## config.mk

```make
export PLATFORM = sky130hd
export DESIGN_NAME = mips_mc_ctrl
export DESIGN_NICKNAME = d
export VERILOG_FILES = /design/src/rtl/mips_pkg.sv /design/src/rtl/mips_alu_dec.sv /design/src/rtl/mips_mc_ctrl.sv
export SDC_FILE = /design/constraint.sdc
export NUM_CORES = 1
export LEC_CHECK = 0
export ABC_CLOCK_PERIOD_IN_PS = 5490
export CAP_MARGIN = 15
export CORE_MARGIN = 4
export CORE_UTILIZATION = 41
export CTS_CLUSTER_DIAMETER = 50
export DETAILED_ROUTE_END_ITERATION = 7
export PLACE_DENSITY = 0.73
export REMOVE_ABC_BUFFERS = 1
export SLEW_MARGIN = 20
export SYNTH_ARGS = -nofsm -noshare
export SYNTH_HDL_FRONTEND = slang
export SYNTH_SLANG_ARGS = --single-unit
```

## constraint.sdc

```tcl
create_clock -name clk -period 5.49 [get_ports clk]
set_input_delay 1.098 -clock clk [delete_from_list [all_inputs] [get_ports clk]]
set_output_delay 1.098 -clock clk [all_outputs]
set_load 0.02 [all_outputs]
```

## src/rtl/mips_pkg.sv

```systemverilog
// Shared types and encodings for the multi-cycle MIPS-32 control unit.
// Optional performance counters are enabled with MIPS_MC_PERF_CNT_EN.
package mips_pkg;

    typedef enum logic [3:0] {
        S_FETCH  = 4'd0,
        S_DECODE = 4'd1,
        S_EXEC_R = 4'd2,
        S_WB_R   = 4'd3,
        S_EXEC_I = 4'd4,
        S_WB_I   = 4'd5,
        S_MEM_RD = 4'd6,
        S_WB_MEM = 4'd7,
        S_MEM_WR = 4'd8,
        S_BRANCH = 4'd9,
        S_JUMP   = 4'd10,
        S_TRAP   = 4'd15
    } state_e;

    localparam logic [5:0] OP_R    = 6'b000000;
    localparam logic [5:0] OP_LW   = 6'b100011;
    localparam logic [5:0] OP_SW   = 6'b101011;
    localparam logic [5:0] OP_BEQ  = 6'b000100;
    localparam logic [5:0] OP_ADDI = 6'b001000;
    localparam logic [5:0] OP_J    = 6'b000010;

    localparam logic [5:0] FN_ADD = 6'b100000;
    localparam logic [5:0] FN_SUB = 6'b100010;
    localparam logic [5:0] FN_AND = 6'b100100;
    localparam logic [5:0] FN_OR  = 6'b100101;
    localparam logic [5:0] FN_SLT = 6'b101010;

    localparam logic [3:0] ALU_AND = 4'b0000;
    localparam logic [3:0] ALU_OR  = 4'b0001;
    localparam logic [3:0] ALU_ADD = 4'b0010;
    localparam logic [3:0] ALU_SUB = 4'b0110;
    localparam logic [3:0] ALU_SLT = 4'b0111;

    localparam logic [1:0] PC_ALU = 2'b00;
    localparam logic [1:0] PC_BR  = 2'b01;
    localparam logic [1:0] PC_JMP = 2'b10;

    localparam logic [1:0] SRCB_RT     = 2'b00;
    localparam logic [1:0] SRCB_4      = 2'b01;
    localparam logic [1:0] SRCB_IMM    = 2'b10;
    localparam logic [1:0] SRCB_IMM_SH = 2'b11;

    typedef struct packed {
        logic       pc_write;
        logic [1:0] pc_src;
        logic       ir_write;
        logic       iord;
        logic       mem_read;
        logic       mem_write;
        logic       reg_write;
        logic       reg_dst;
        logic       mem_to_reg;
        logic       alu_src_a;
        logic [1:0] alu_src_b;
        logic [3:0] alu_ctl;
        logic       retire;
        logic       trap;
    } ctl_t;

endpackage

```

## src/rtl/mips_alu_dec.sv

```systemverilog
// R-type funct field to ALU operation decode, flagging unsupported functs.
module mips_alu_dec
    import mips_pkg::*;
#(
    parameter int FNW = 6
) (
    input  logic [FNW-1:0] funct,
    output logic [3:0]     alu_ctl,
    output logic           illegal
);

    always_comb begin
        alu_ctl = ALU_ADD;
        illegal = 1'b0;
        case (funct)
            FNW'(FN_ADD): alu_ctl = ALU_ADD;
            FNW'(FN_SUB): alu_ctl = ALU_SUB;
            FNW'(FN_AND): alu_ctl = ALU_AND;
            FNW'(FN_OR):  alu_ctl = ALU_OR;
            FNW'(FN_SLT): alu_ctl = ALU_SLT;
            default:      illegal = 1'b1;
        endcase
    end

endmodule

```

## src/rtl/mips_mc_ctrl.sv

```systemverilog
// Multi-cycle MIPS-32 control FSM with memory-wait timeout trap.
// Define MIPS_MC_PERF_CNT_EN to add cycle/instruction counters.
module mips_mc_ctrl
    import mips_pkg::*;
#(
    parameter int OPW     = 6,
    parameter int FNW     = 6,
    parameter int TIMEOUT = 15,
    parameter int CNT_W   = 32
) (
    input  logic            clk,
    input  logic            rst,
    input  logic [OPW-1:0]  opcode,
    input  logic [FNW-1:0]  funct,
    input  logic            alu_zero,
    input  logic            mem_ready,
    output logic            pc_write,
    output logic [1:0]      pc_src,
    output logic            ir_write,
    output logic            iord,
    output logic            mem_read,
    output logic            mem_write,
    output logic            reg_write,
    output logic            reg_dst,
    output logic            mem_to_reg,
    output logic            alu_src_a,
    output logic [1:0]      alu_src_b,
    output logic [3:0]      alu_ctl,
    output logic            retire,
    output logic            trap,
`ifdef MIPS_MC_PERF_CNT_EN
    output logic [CNT_W-1:0] cyc_cnt,
    output logic [CNT_W-1:0] ins_cnt,
`endif
    output logic [3:0]      state_o
);

    localparam int TW = (TIMEOUT > 0) ? $clog2(TIMEOUT + 1) : 1;

    state_e        state_q, state_d;
    logic [TW-1:0] wait_q, wait_d;
    ctl_t          ctl, ctl_o;
    logic          waiting;
    logic [3:0]    fn_alu_ctl;
    logic          fn_illegal;

    mips_alu_dec #(.FNW(FNW)) u_alu_dec (
        .funct   (funct),
        .alu_ctl (fn_alu_ctl),
        .illegal (fn_illegal)
    );

    always_comb begin
        ctl     = '0;
        state_d = state_q;
        waiting = 1'b0;
        wait_d  = wait_q;
        case (state_q)
            S_FETCH: begin
                ctl.mem_read  = 1'b1;
                ctl.alu_src_b = SRCB_4;
                ctl.alu_ctl   = ALU_ADD;
                if (mem_ready) begin
                    ctl.ir_write = 1'b1;
                    ctl.pc_write = 1'b1;
                    ctl.pc_src   = PC_ALU;
                    state_d      = S_DECODE;
                end else begin
                    waiting = 1'b1;
                end
            end
            S_DECODE: begin
                ctl.alu_src_b = SRCB_IMM_SH;
                ctl.alu_ctl   = ALU_ADD;
                case (opcode)
                    OPW'(OP_R):    state_d = S_EXEC_R;
                    OPW'(OP_LW),
                    OPW'(OP_SW),
                    OPW'(OP_ADDI): state_d = S_EXEC_I;
                    OPW'(OP_BEQ):  state_d = S_BRANCH;
                    OPW'(OP_J):    state_d = S_JUMP;
                    default:       state_d = S_TRAP;
                endcase
            end
            S_EXEC_R: begin
                ctl.alu_src_a = 1'b1;
                ctl.alu_src_b = SRCB_RT;
                ctl.alu_ctl   = fn_alu_ctl;
                state_d       = fn_illegal ? S_TRAP : S_WB_R;
            end
            S_WB_R: begin
                ctl.reg_write = 1'b1;
                ctl.reg_dst   = 1'b1;
                ctl.retire    = 1'b1;
                state_d       = S_FETCH;
            end
            S_EXEC_I: begin
                ctl.alu_src_a = 1'b1;
                ctl.alu_src_b = SRCB_IMM;
                ctl.alu_ctl   = ALU_ADD;
                case (opcode)
                    OPW'(OP_LW): state_d = S_MEM_RD;
                    OPW'(OP_SW): state_d = S_MEM_WR;
                    default:     state_d = S_WB_I;
                endcase
            end
            S_WB_I: begin
                ctl.reg_write = 1'b1;
                ctl.retire    = 1'b1;
                state_d       = S_FETCH;
            end
            S_MEM_RD: begin
                ctl.iord     = 1'b1;
                ctl.mem_read = 1'b1;
                if (mem_ready) state_d = S_WB_MEM;
                else           waiting = 1'b1;
            end
            S_WB_MEM: begin
                ctl.reg_write  = 1'b1;
                ctl.mem_to_reg = 1'b1;
                ctl.retire     = 1'b1;
                state_d        = S_FETCH;
            end
            S_MEM_WR: begin
                ctl.iord      = 1'b1;
                ctl.mem_write = 1'b1;
                if (mem_ready) begin
                    ctl.retire = 1'b1;
                    state_d    = S_FETCH;
                end else begin
                    waiting = 1'b1;
                end
            end
            S_BRANCH: begin
                ctl.alu_src_a = 1'b1;
                ctl.alu_src_b = SRCB_RT;
                ctl.alu_ctl   = ALU_SUB;
                ctl.pc_src    = PC_BR;
                ctl.pc_write  = alu_zero;
                ctl.retire    = 1'b1;
                state_d       = S_FETCH;
            end
            S_JUMP: begin
                ctl.pc_src   = PC_JMP;
                ctl.pc_write = 1'b1;
                ctl.retire   = 1'b1;
                state_d      = S_FETCH;
            end
            S_TRAP: ctl.trap = 1'b1;
            default: state_d = S_TRAP;
        endcase
        // The timeout fires on the edge that completes TIMEOUT waiting cycles;
        // a ready in that cycle leaves waiting low, so it always wins.
        if (waiting) begin
            wait_d = wait_q + 1'b1;
            if (TIMEOUT > 0 && wait_d == TW'(TIMEOUT)) state_d = S_TRAP;
        end
        if (state_d != state_q) wait_d = '0;
        ctl_o = rst ? '0 : ctl;
    end

    always_ff @(posedge clk) begin
        if (rst) begin
            state_q <= S_FETCH;
            wait_q  <= '0;
        end else begin
            state_q <= state_d;
            wait_q  <= wait_d;
        end
    end

    assign pc_write   = ctl_o.pc_write;
    assign pc_src     = ctl_o.pc_src;
    assign ir_write   = ctl_o.ir_write;
    assign iord       = ctl_o.iord;
    assign mem_read   = ctl_o.mem_read;
    assign mem_write  = ctl_o.mem_write;
    assign reg_write  = ctl_o.reg_write;
    assign reg_dst    = ctl_o.reg_dst;
    assign mem_to_reg = ctl_o.mem_to_reg;
    assign alu_src_a  = ctl_o.alu_src_a;
    assign alu_src_b  = ctl_o.alu_src_b;
    assign alu_ctl    = ctl_o.alu_ctl;
    assign retire     = ctl_o.retire;
    assign trap       = ctl_o.trap;
    assign state_o    = rst ? S_FETCH : state_q;

`ifdef MIPS_MC_PERF_CNT_EN
    logic [CNT_W-1:0] cyc_q, cyc_d, ins_q, ins_d;

    always_comb begin
        cyc_d = cyc_q;
        ins_d = ins_q;
        if (!ctl.trap) begin
            cyc_d = cyc_q + 1'b1;
            if (ctl.retire) ins_d = ins_q + 1'b1;
        end
    end

    always_ff @(posedge clk) begin
        if (rst) begin
            cyc_q <= '0;
            ins_q <= '0;
        end else begin
            cyc_q <= cyc_d;
            ins_q <= ins_d;
        end
    end

    assign cyc_cnt = cyc_q;
    assign ins_cnt = ins_q;
`endif

endmodule

```

==> flow_metrics.py <==
metrics = {
    "synth": {
        "synth_area_leader_cell": "dfxtp_1",
        "syn_area_sq_um": 1100,
        "synth_flop_cell": "dfxtp_1",
        "async_flop_share_pct": 0,
        "synth_cell_types": 54,
        "yosysMostFrequentCell": "nor3_1",
        "synth_edf_count": 0,
        "yosys_register_bits": 8,
        "synth_area_leaders": "dfxtp_1 15%, nor3_1 8.2%, nand2b_1 4.5%, nor2_1 4.4%, a21oi_1 3.6%",
        "seq_area_frac_synth_pct": 14.5,
        "synth_commonest_cells": "18 x nor3_1, 13 x nor2_1, 10 x clkbuf_1",
        "ys_warn_count": 0,
        "synth_cells": 160,
        "yosysTopAreaCellShare_pct": 14.5,
        "syn_area_per_cell_sq_um": 6.90,
    },
    "power_and_ir_drop": {
        "p_int_uw": 306,
        "combPwrFrac_pct": 75.0,
        "total_power_uw": 653,
        "switching_share_pct": 53.2,
        "pwr-share-seq_pct": 18.3,
        "vdd_drop_max_v": 0.000297,
        "power_frac_clock_pct": 6.8,
        "p_sw_uw": 347,
        "p_leak_uw": 0.000503,
        "p_per_area_nw_per_um2": 435,
    },
    "finish": {
        "drive_gt1_share_pct": 6.32,
        "fillers": 241,
        "regArea_sq_um": 160,
        "nets": 210,
        "area_growth_pct": 36.2,
        "layoutNonFillerInstCount": 220,
        "multi_input_area_sq_um": 871,
        "post-route-util_pct": 59.6,
        "num_antenna_cells": 0,
    },
    "grt": {
        "grt_pass1_wl_um": 5520,
        "antenna_found_initial": 0,
        "grt_max_degree": 33,
        "grt_overflow_total": 0,
        "grt_use_total_pct": 19.4,
        "grt_pass1_vias": 1316,
    },
    "critical_path": {
        "timing.critical_path.required_ns": 4.39,
        "crit_top_cell": "clkdlybuf4s50_1",
        "crit_arrival_ns": 3.05,
        "timing.critical_path.buf_inv": 2,
        "slowest_delay_ns": 0.55,
        "worstSetupStartpointType": "input pin",
        "end_kind": "output port",
        "crit_type": "input pin to output port",
        "cp_top_family": "buffers and inverters",
        "crit_chain": "clkdlybuf4s50_1, nor2b_1, nor4bb_1, o21ai_0, a22oi_1, nor2_1, clkdlybuf4s50_1",
        "cp_max_fo": 4,
        "slowest_stage": "clkdlybuf4s50_1",
    },
    "floorplanning": {
        "ios": 39,
        "core_area_sq_um": 2520,
        "start_util_pct": 43.7,
        "rows": 18,
        "dieWidth_um": 59.9,
        "die_area_sq_um": 3590,
        "die_height_um": 59.9,
    },
    "drt": {
        "first_pass_iters": 4,
        "vias": 1386,
        "drtIter0Drc": 36,
        "drt-total-wl_um": 3430,
        "viasPerCell": 6.30,
        "drc": 0,
        "ant_nets": 0,
        "post_drt_wl_per_cell_um": 15.6,
    },
    "clocking": {
        "cts_tree": "done",
        "cts_resized": 0,
        "cts_buffer_depth": 2,
        "cts_buffers": 3,
        "htree_levels": 1,
        "clkSlewWorstSetupHoldPaths_ns": 0.05,
        "cts.sinks": 8,
        "insertion_delay_ns": 0.25,
        "holdBufCountCts": 0,
        "root_buffer": "clkbuf_4",
        "postCtsSetupBuffers": 0,
    },
    "timing": {
        "drv_slew": 0,
        "hold_violations": 0,
        "clock.fmax_ghz": 0.241,
        "setup_viol": 0,
        "rsz0062_at_grt": "false",
        "tightestPinTransition_ns": 0.793,
        "tns_ns": 0,
        "period_minus_slack_ns": 4.15,
        "fin_hold_ws_ns": 0.577,
        "relSlewSlack_pct": 47.0,
        "fin_crit_sh_pct": 75.5,
        "finalClockSkew_ns": 0.000786,
    },
    "placement": {
        "port_buffers": 37,
        "numPlacedInstances": 217,
        "place_congestion": 0.882,
        "dpl.hpwl_um": 2470,
    },
    "hold_path": {
        "hold_path_class": "flip-flop to flip-flop",
    },
    "flow_run": {
        "drv_cap": 0,
    },
    "status": {
        "status": "completed",
    },
}
[layout by cell type, fill, tap and decap left out, drive strengths merged, types with 4 or more instances in the layout]
| cell type | n |
|---|---|
| nor3 | 18 |
| dfxtp | 8 |
| a21oi | 8 |
| a211oi | 4 |
| nor2b | 5 |
| inv | 5 |
| clkdlybuf4s50 | 37 |
| nand2 | 8 |
| nor4 | 5 |
| nor2 | 14 |
| nand2b | 8 |
| a31oi | 6 |
| o21ai | 6 |
[cell type report]
class                      count  share of cell area [%]
tap                           30                    2.50
inverter                       5                    1.25
sequential                     8                    10.7
clock buffer                   3                    1.50
multi-input combinational    134                    58.0
timing repair buffer          40                    26.1
[power groups by stage]
stage                     Sequential (uW)  Combinational, uW  Clock (uW)
after floorplan                       140                286           0
after global placement                117                473           0
after detailed placement              119                483           0
after CTS                             119                487        45.6
after global routing                  125                532        46.1
final                                 119                490        44.2
[worst paths after layout]
kind	cells past startpoint	from	end	slack (ns)
worst max-delay path	7	funct[5]	alu_ctl[1]	1.34
worst max register to register	6	state_q[1]$_SDFF_PP0_	wait_q[0]$_SDFFE_PP0P_	2.81
worst min-delay path	2	wait_q[3]$_SDFFE_PP0P_	wait_q[3]$_SDFFE_PP0P_	0.58
worst min register to register	2	wait_q[3]$_SDFFE_PP0P_	wait_q[3]$_SDFFE_PP0P_	0.58
[worst reg2reg max path, stage by stage, from the launching register on]
cell and delay (ns):
dfxtp_1 0.83, nor2_2 0.21, o21ai_4 0.29, a211oi_2 0.11, or4_1 0.53, a2111o_1 0.44
nor3_1 0.20
[per-stage QoR]
stage	area [sq um]	setup slack, ns
5_1_grt	1500	1.21
4_1_cts	1500	1.36
2_1_floorplan	1050	2.15
3_3_place_gp	1480	1.40
6_report	1500	1.34
3_5_place_dp	1480	1.38
[routing by layer]
metal  up-vias  global-route usage (%)  wire length (um)
met3        14                    3.24               215
met2        62                    32.9              1650
met4         0                    8.86                97
met5         -                       0                 0
li1        668                       -                 -
met1       642                    23.6              1470
[logic make-up after synthesis]
kind of cell             synth area share [%]
AND/OR/NAND/NOR                          44.4
AO/OA/AOI/OAI                            27.8
buffers and inverters                    6.58
flip-flops                               14.5
XOR/XNOR                                 3.18
adder cells (fa/ha/maj)                  2.27
other                                   0.340
multiplexers                            0.907
[registers in the layout (all words and copies together) (netlist names)]
name / flops
state_q: 4
wait_q: 4
No activity file was read; power rests on OpenSTA's default activity.
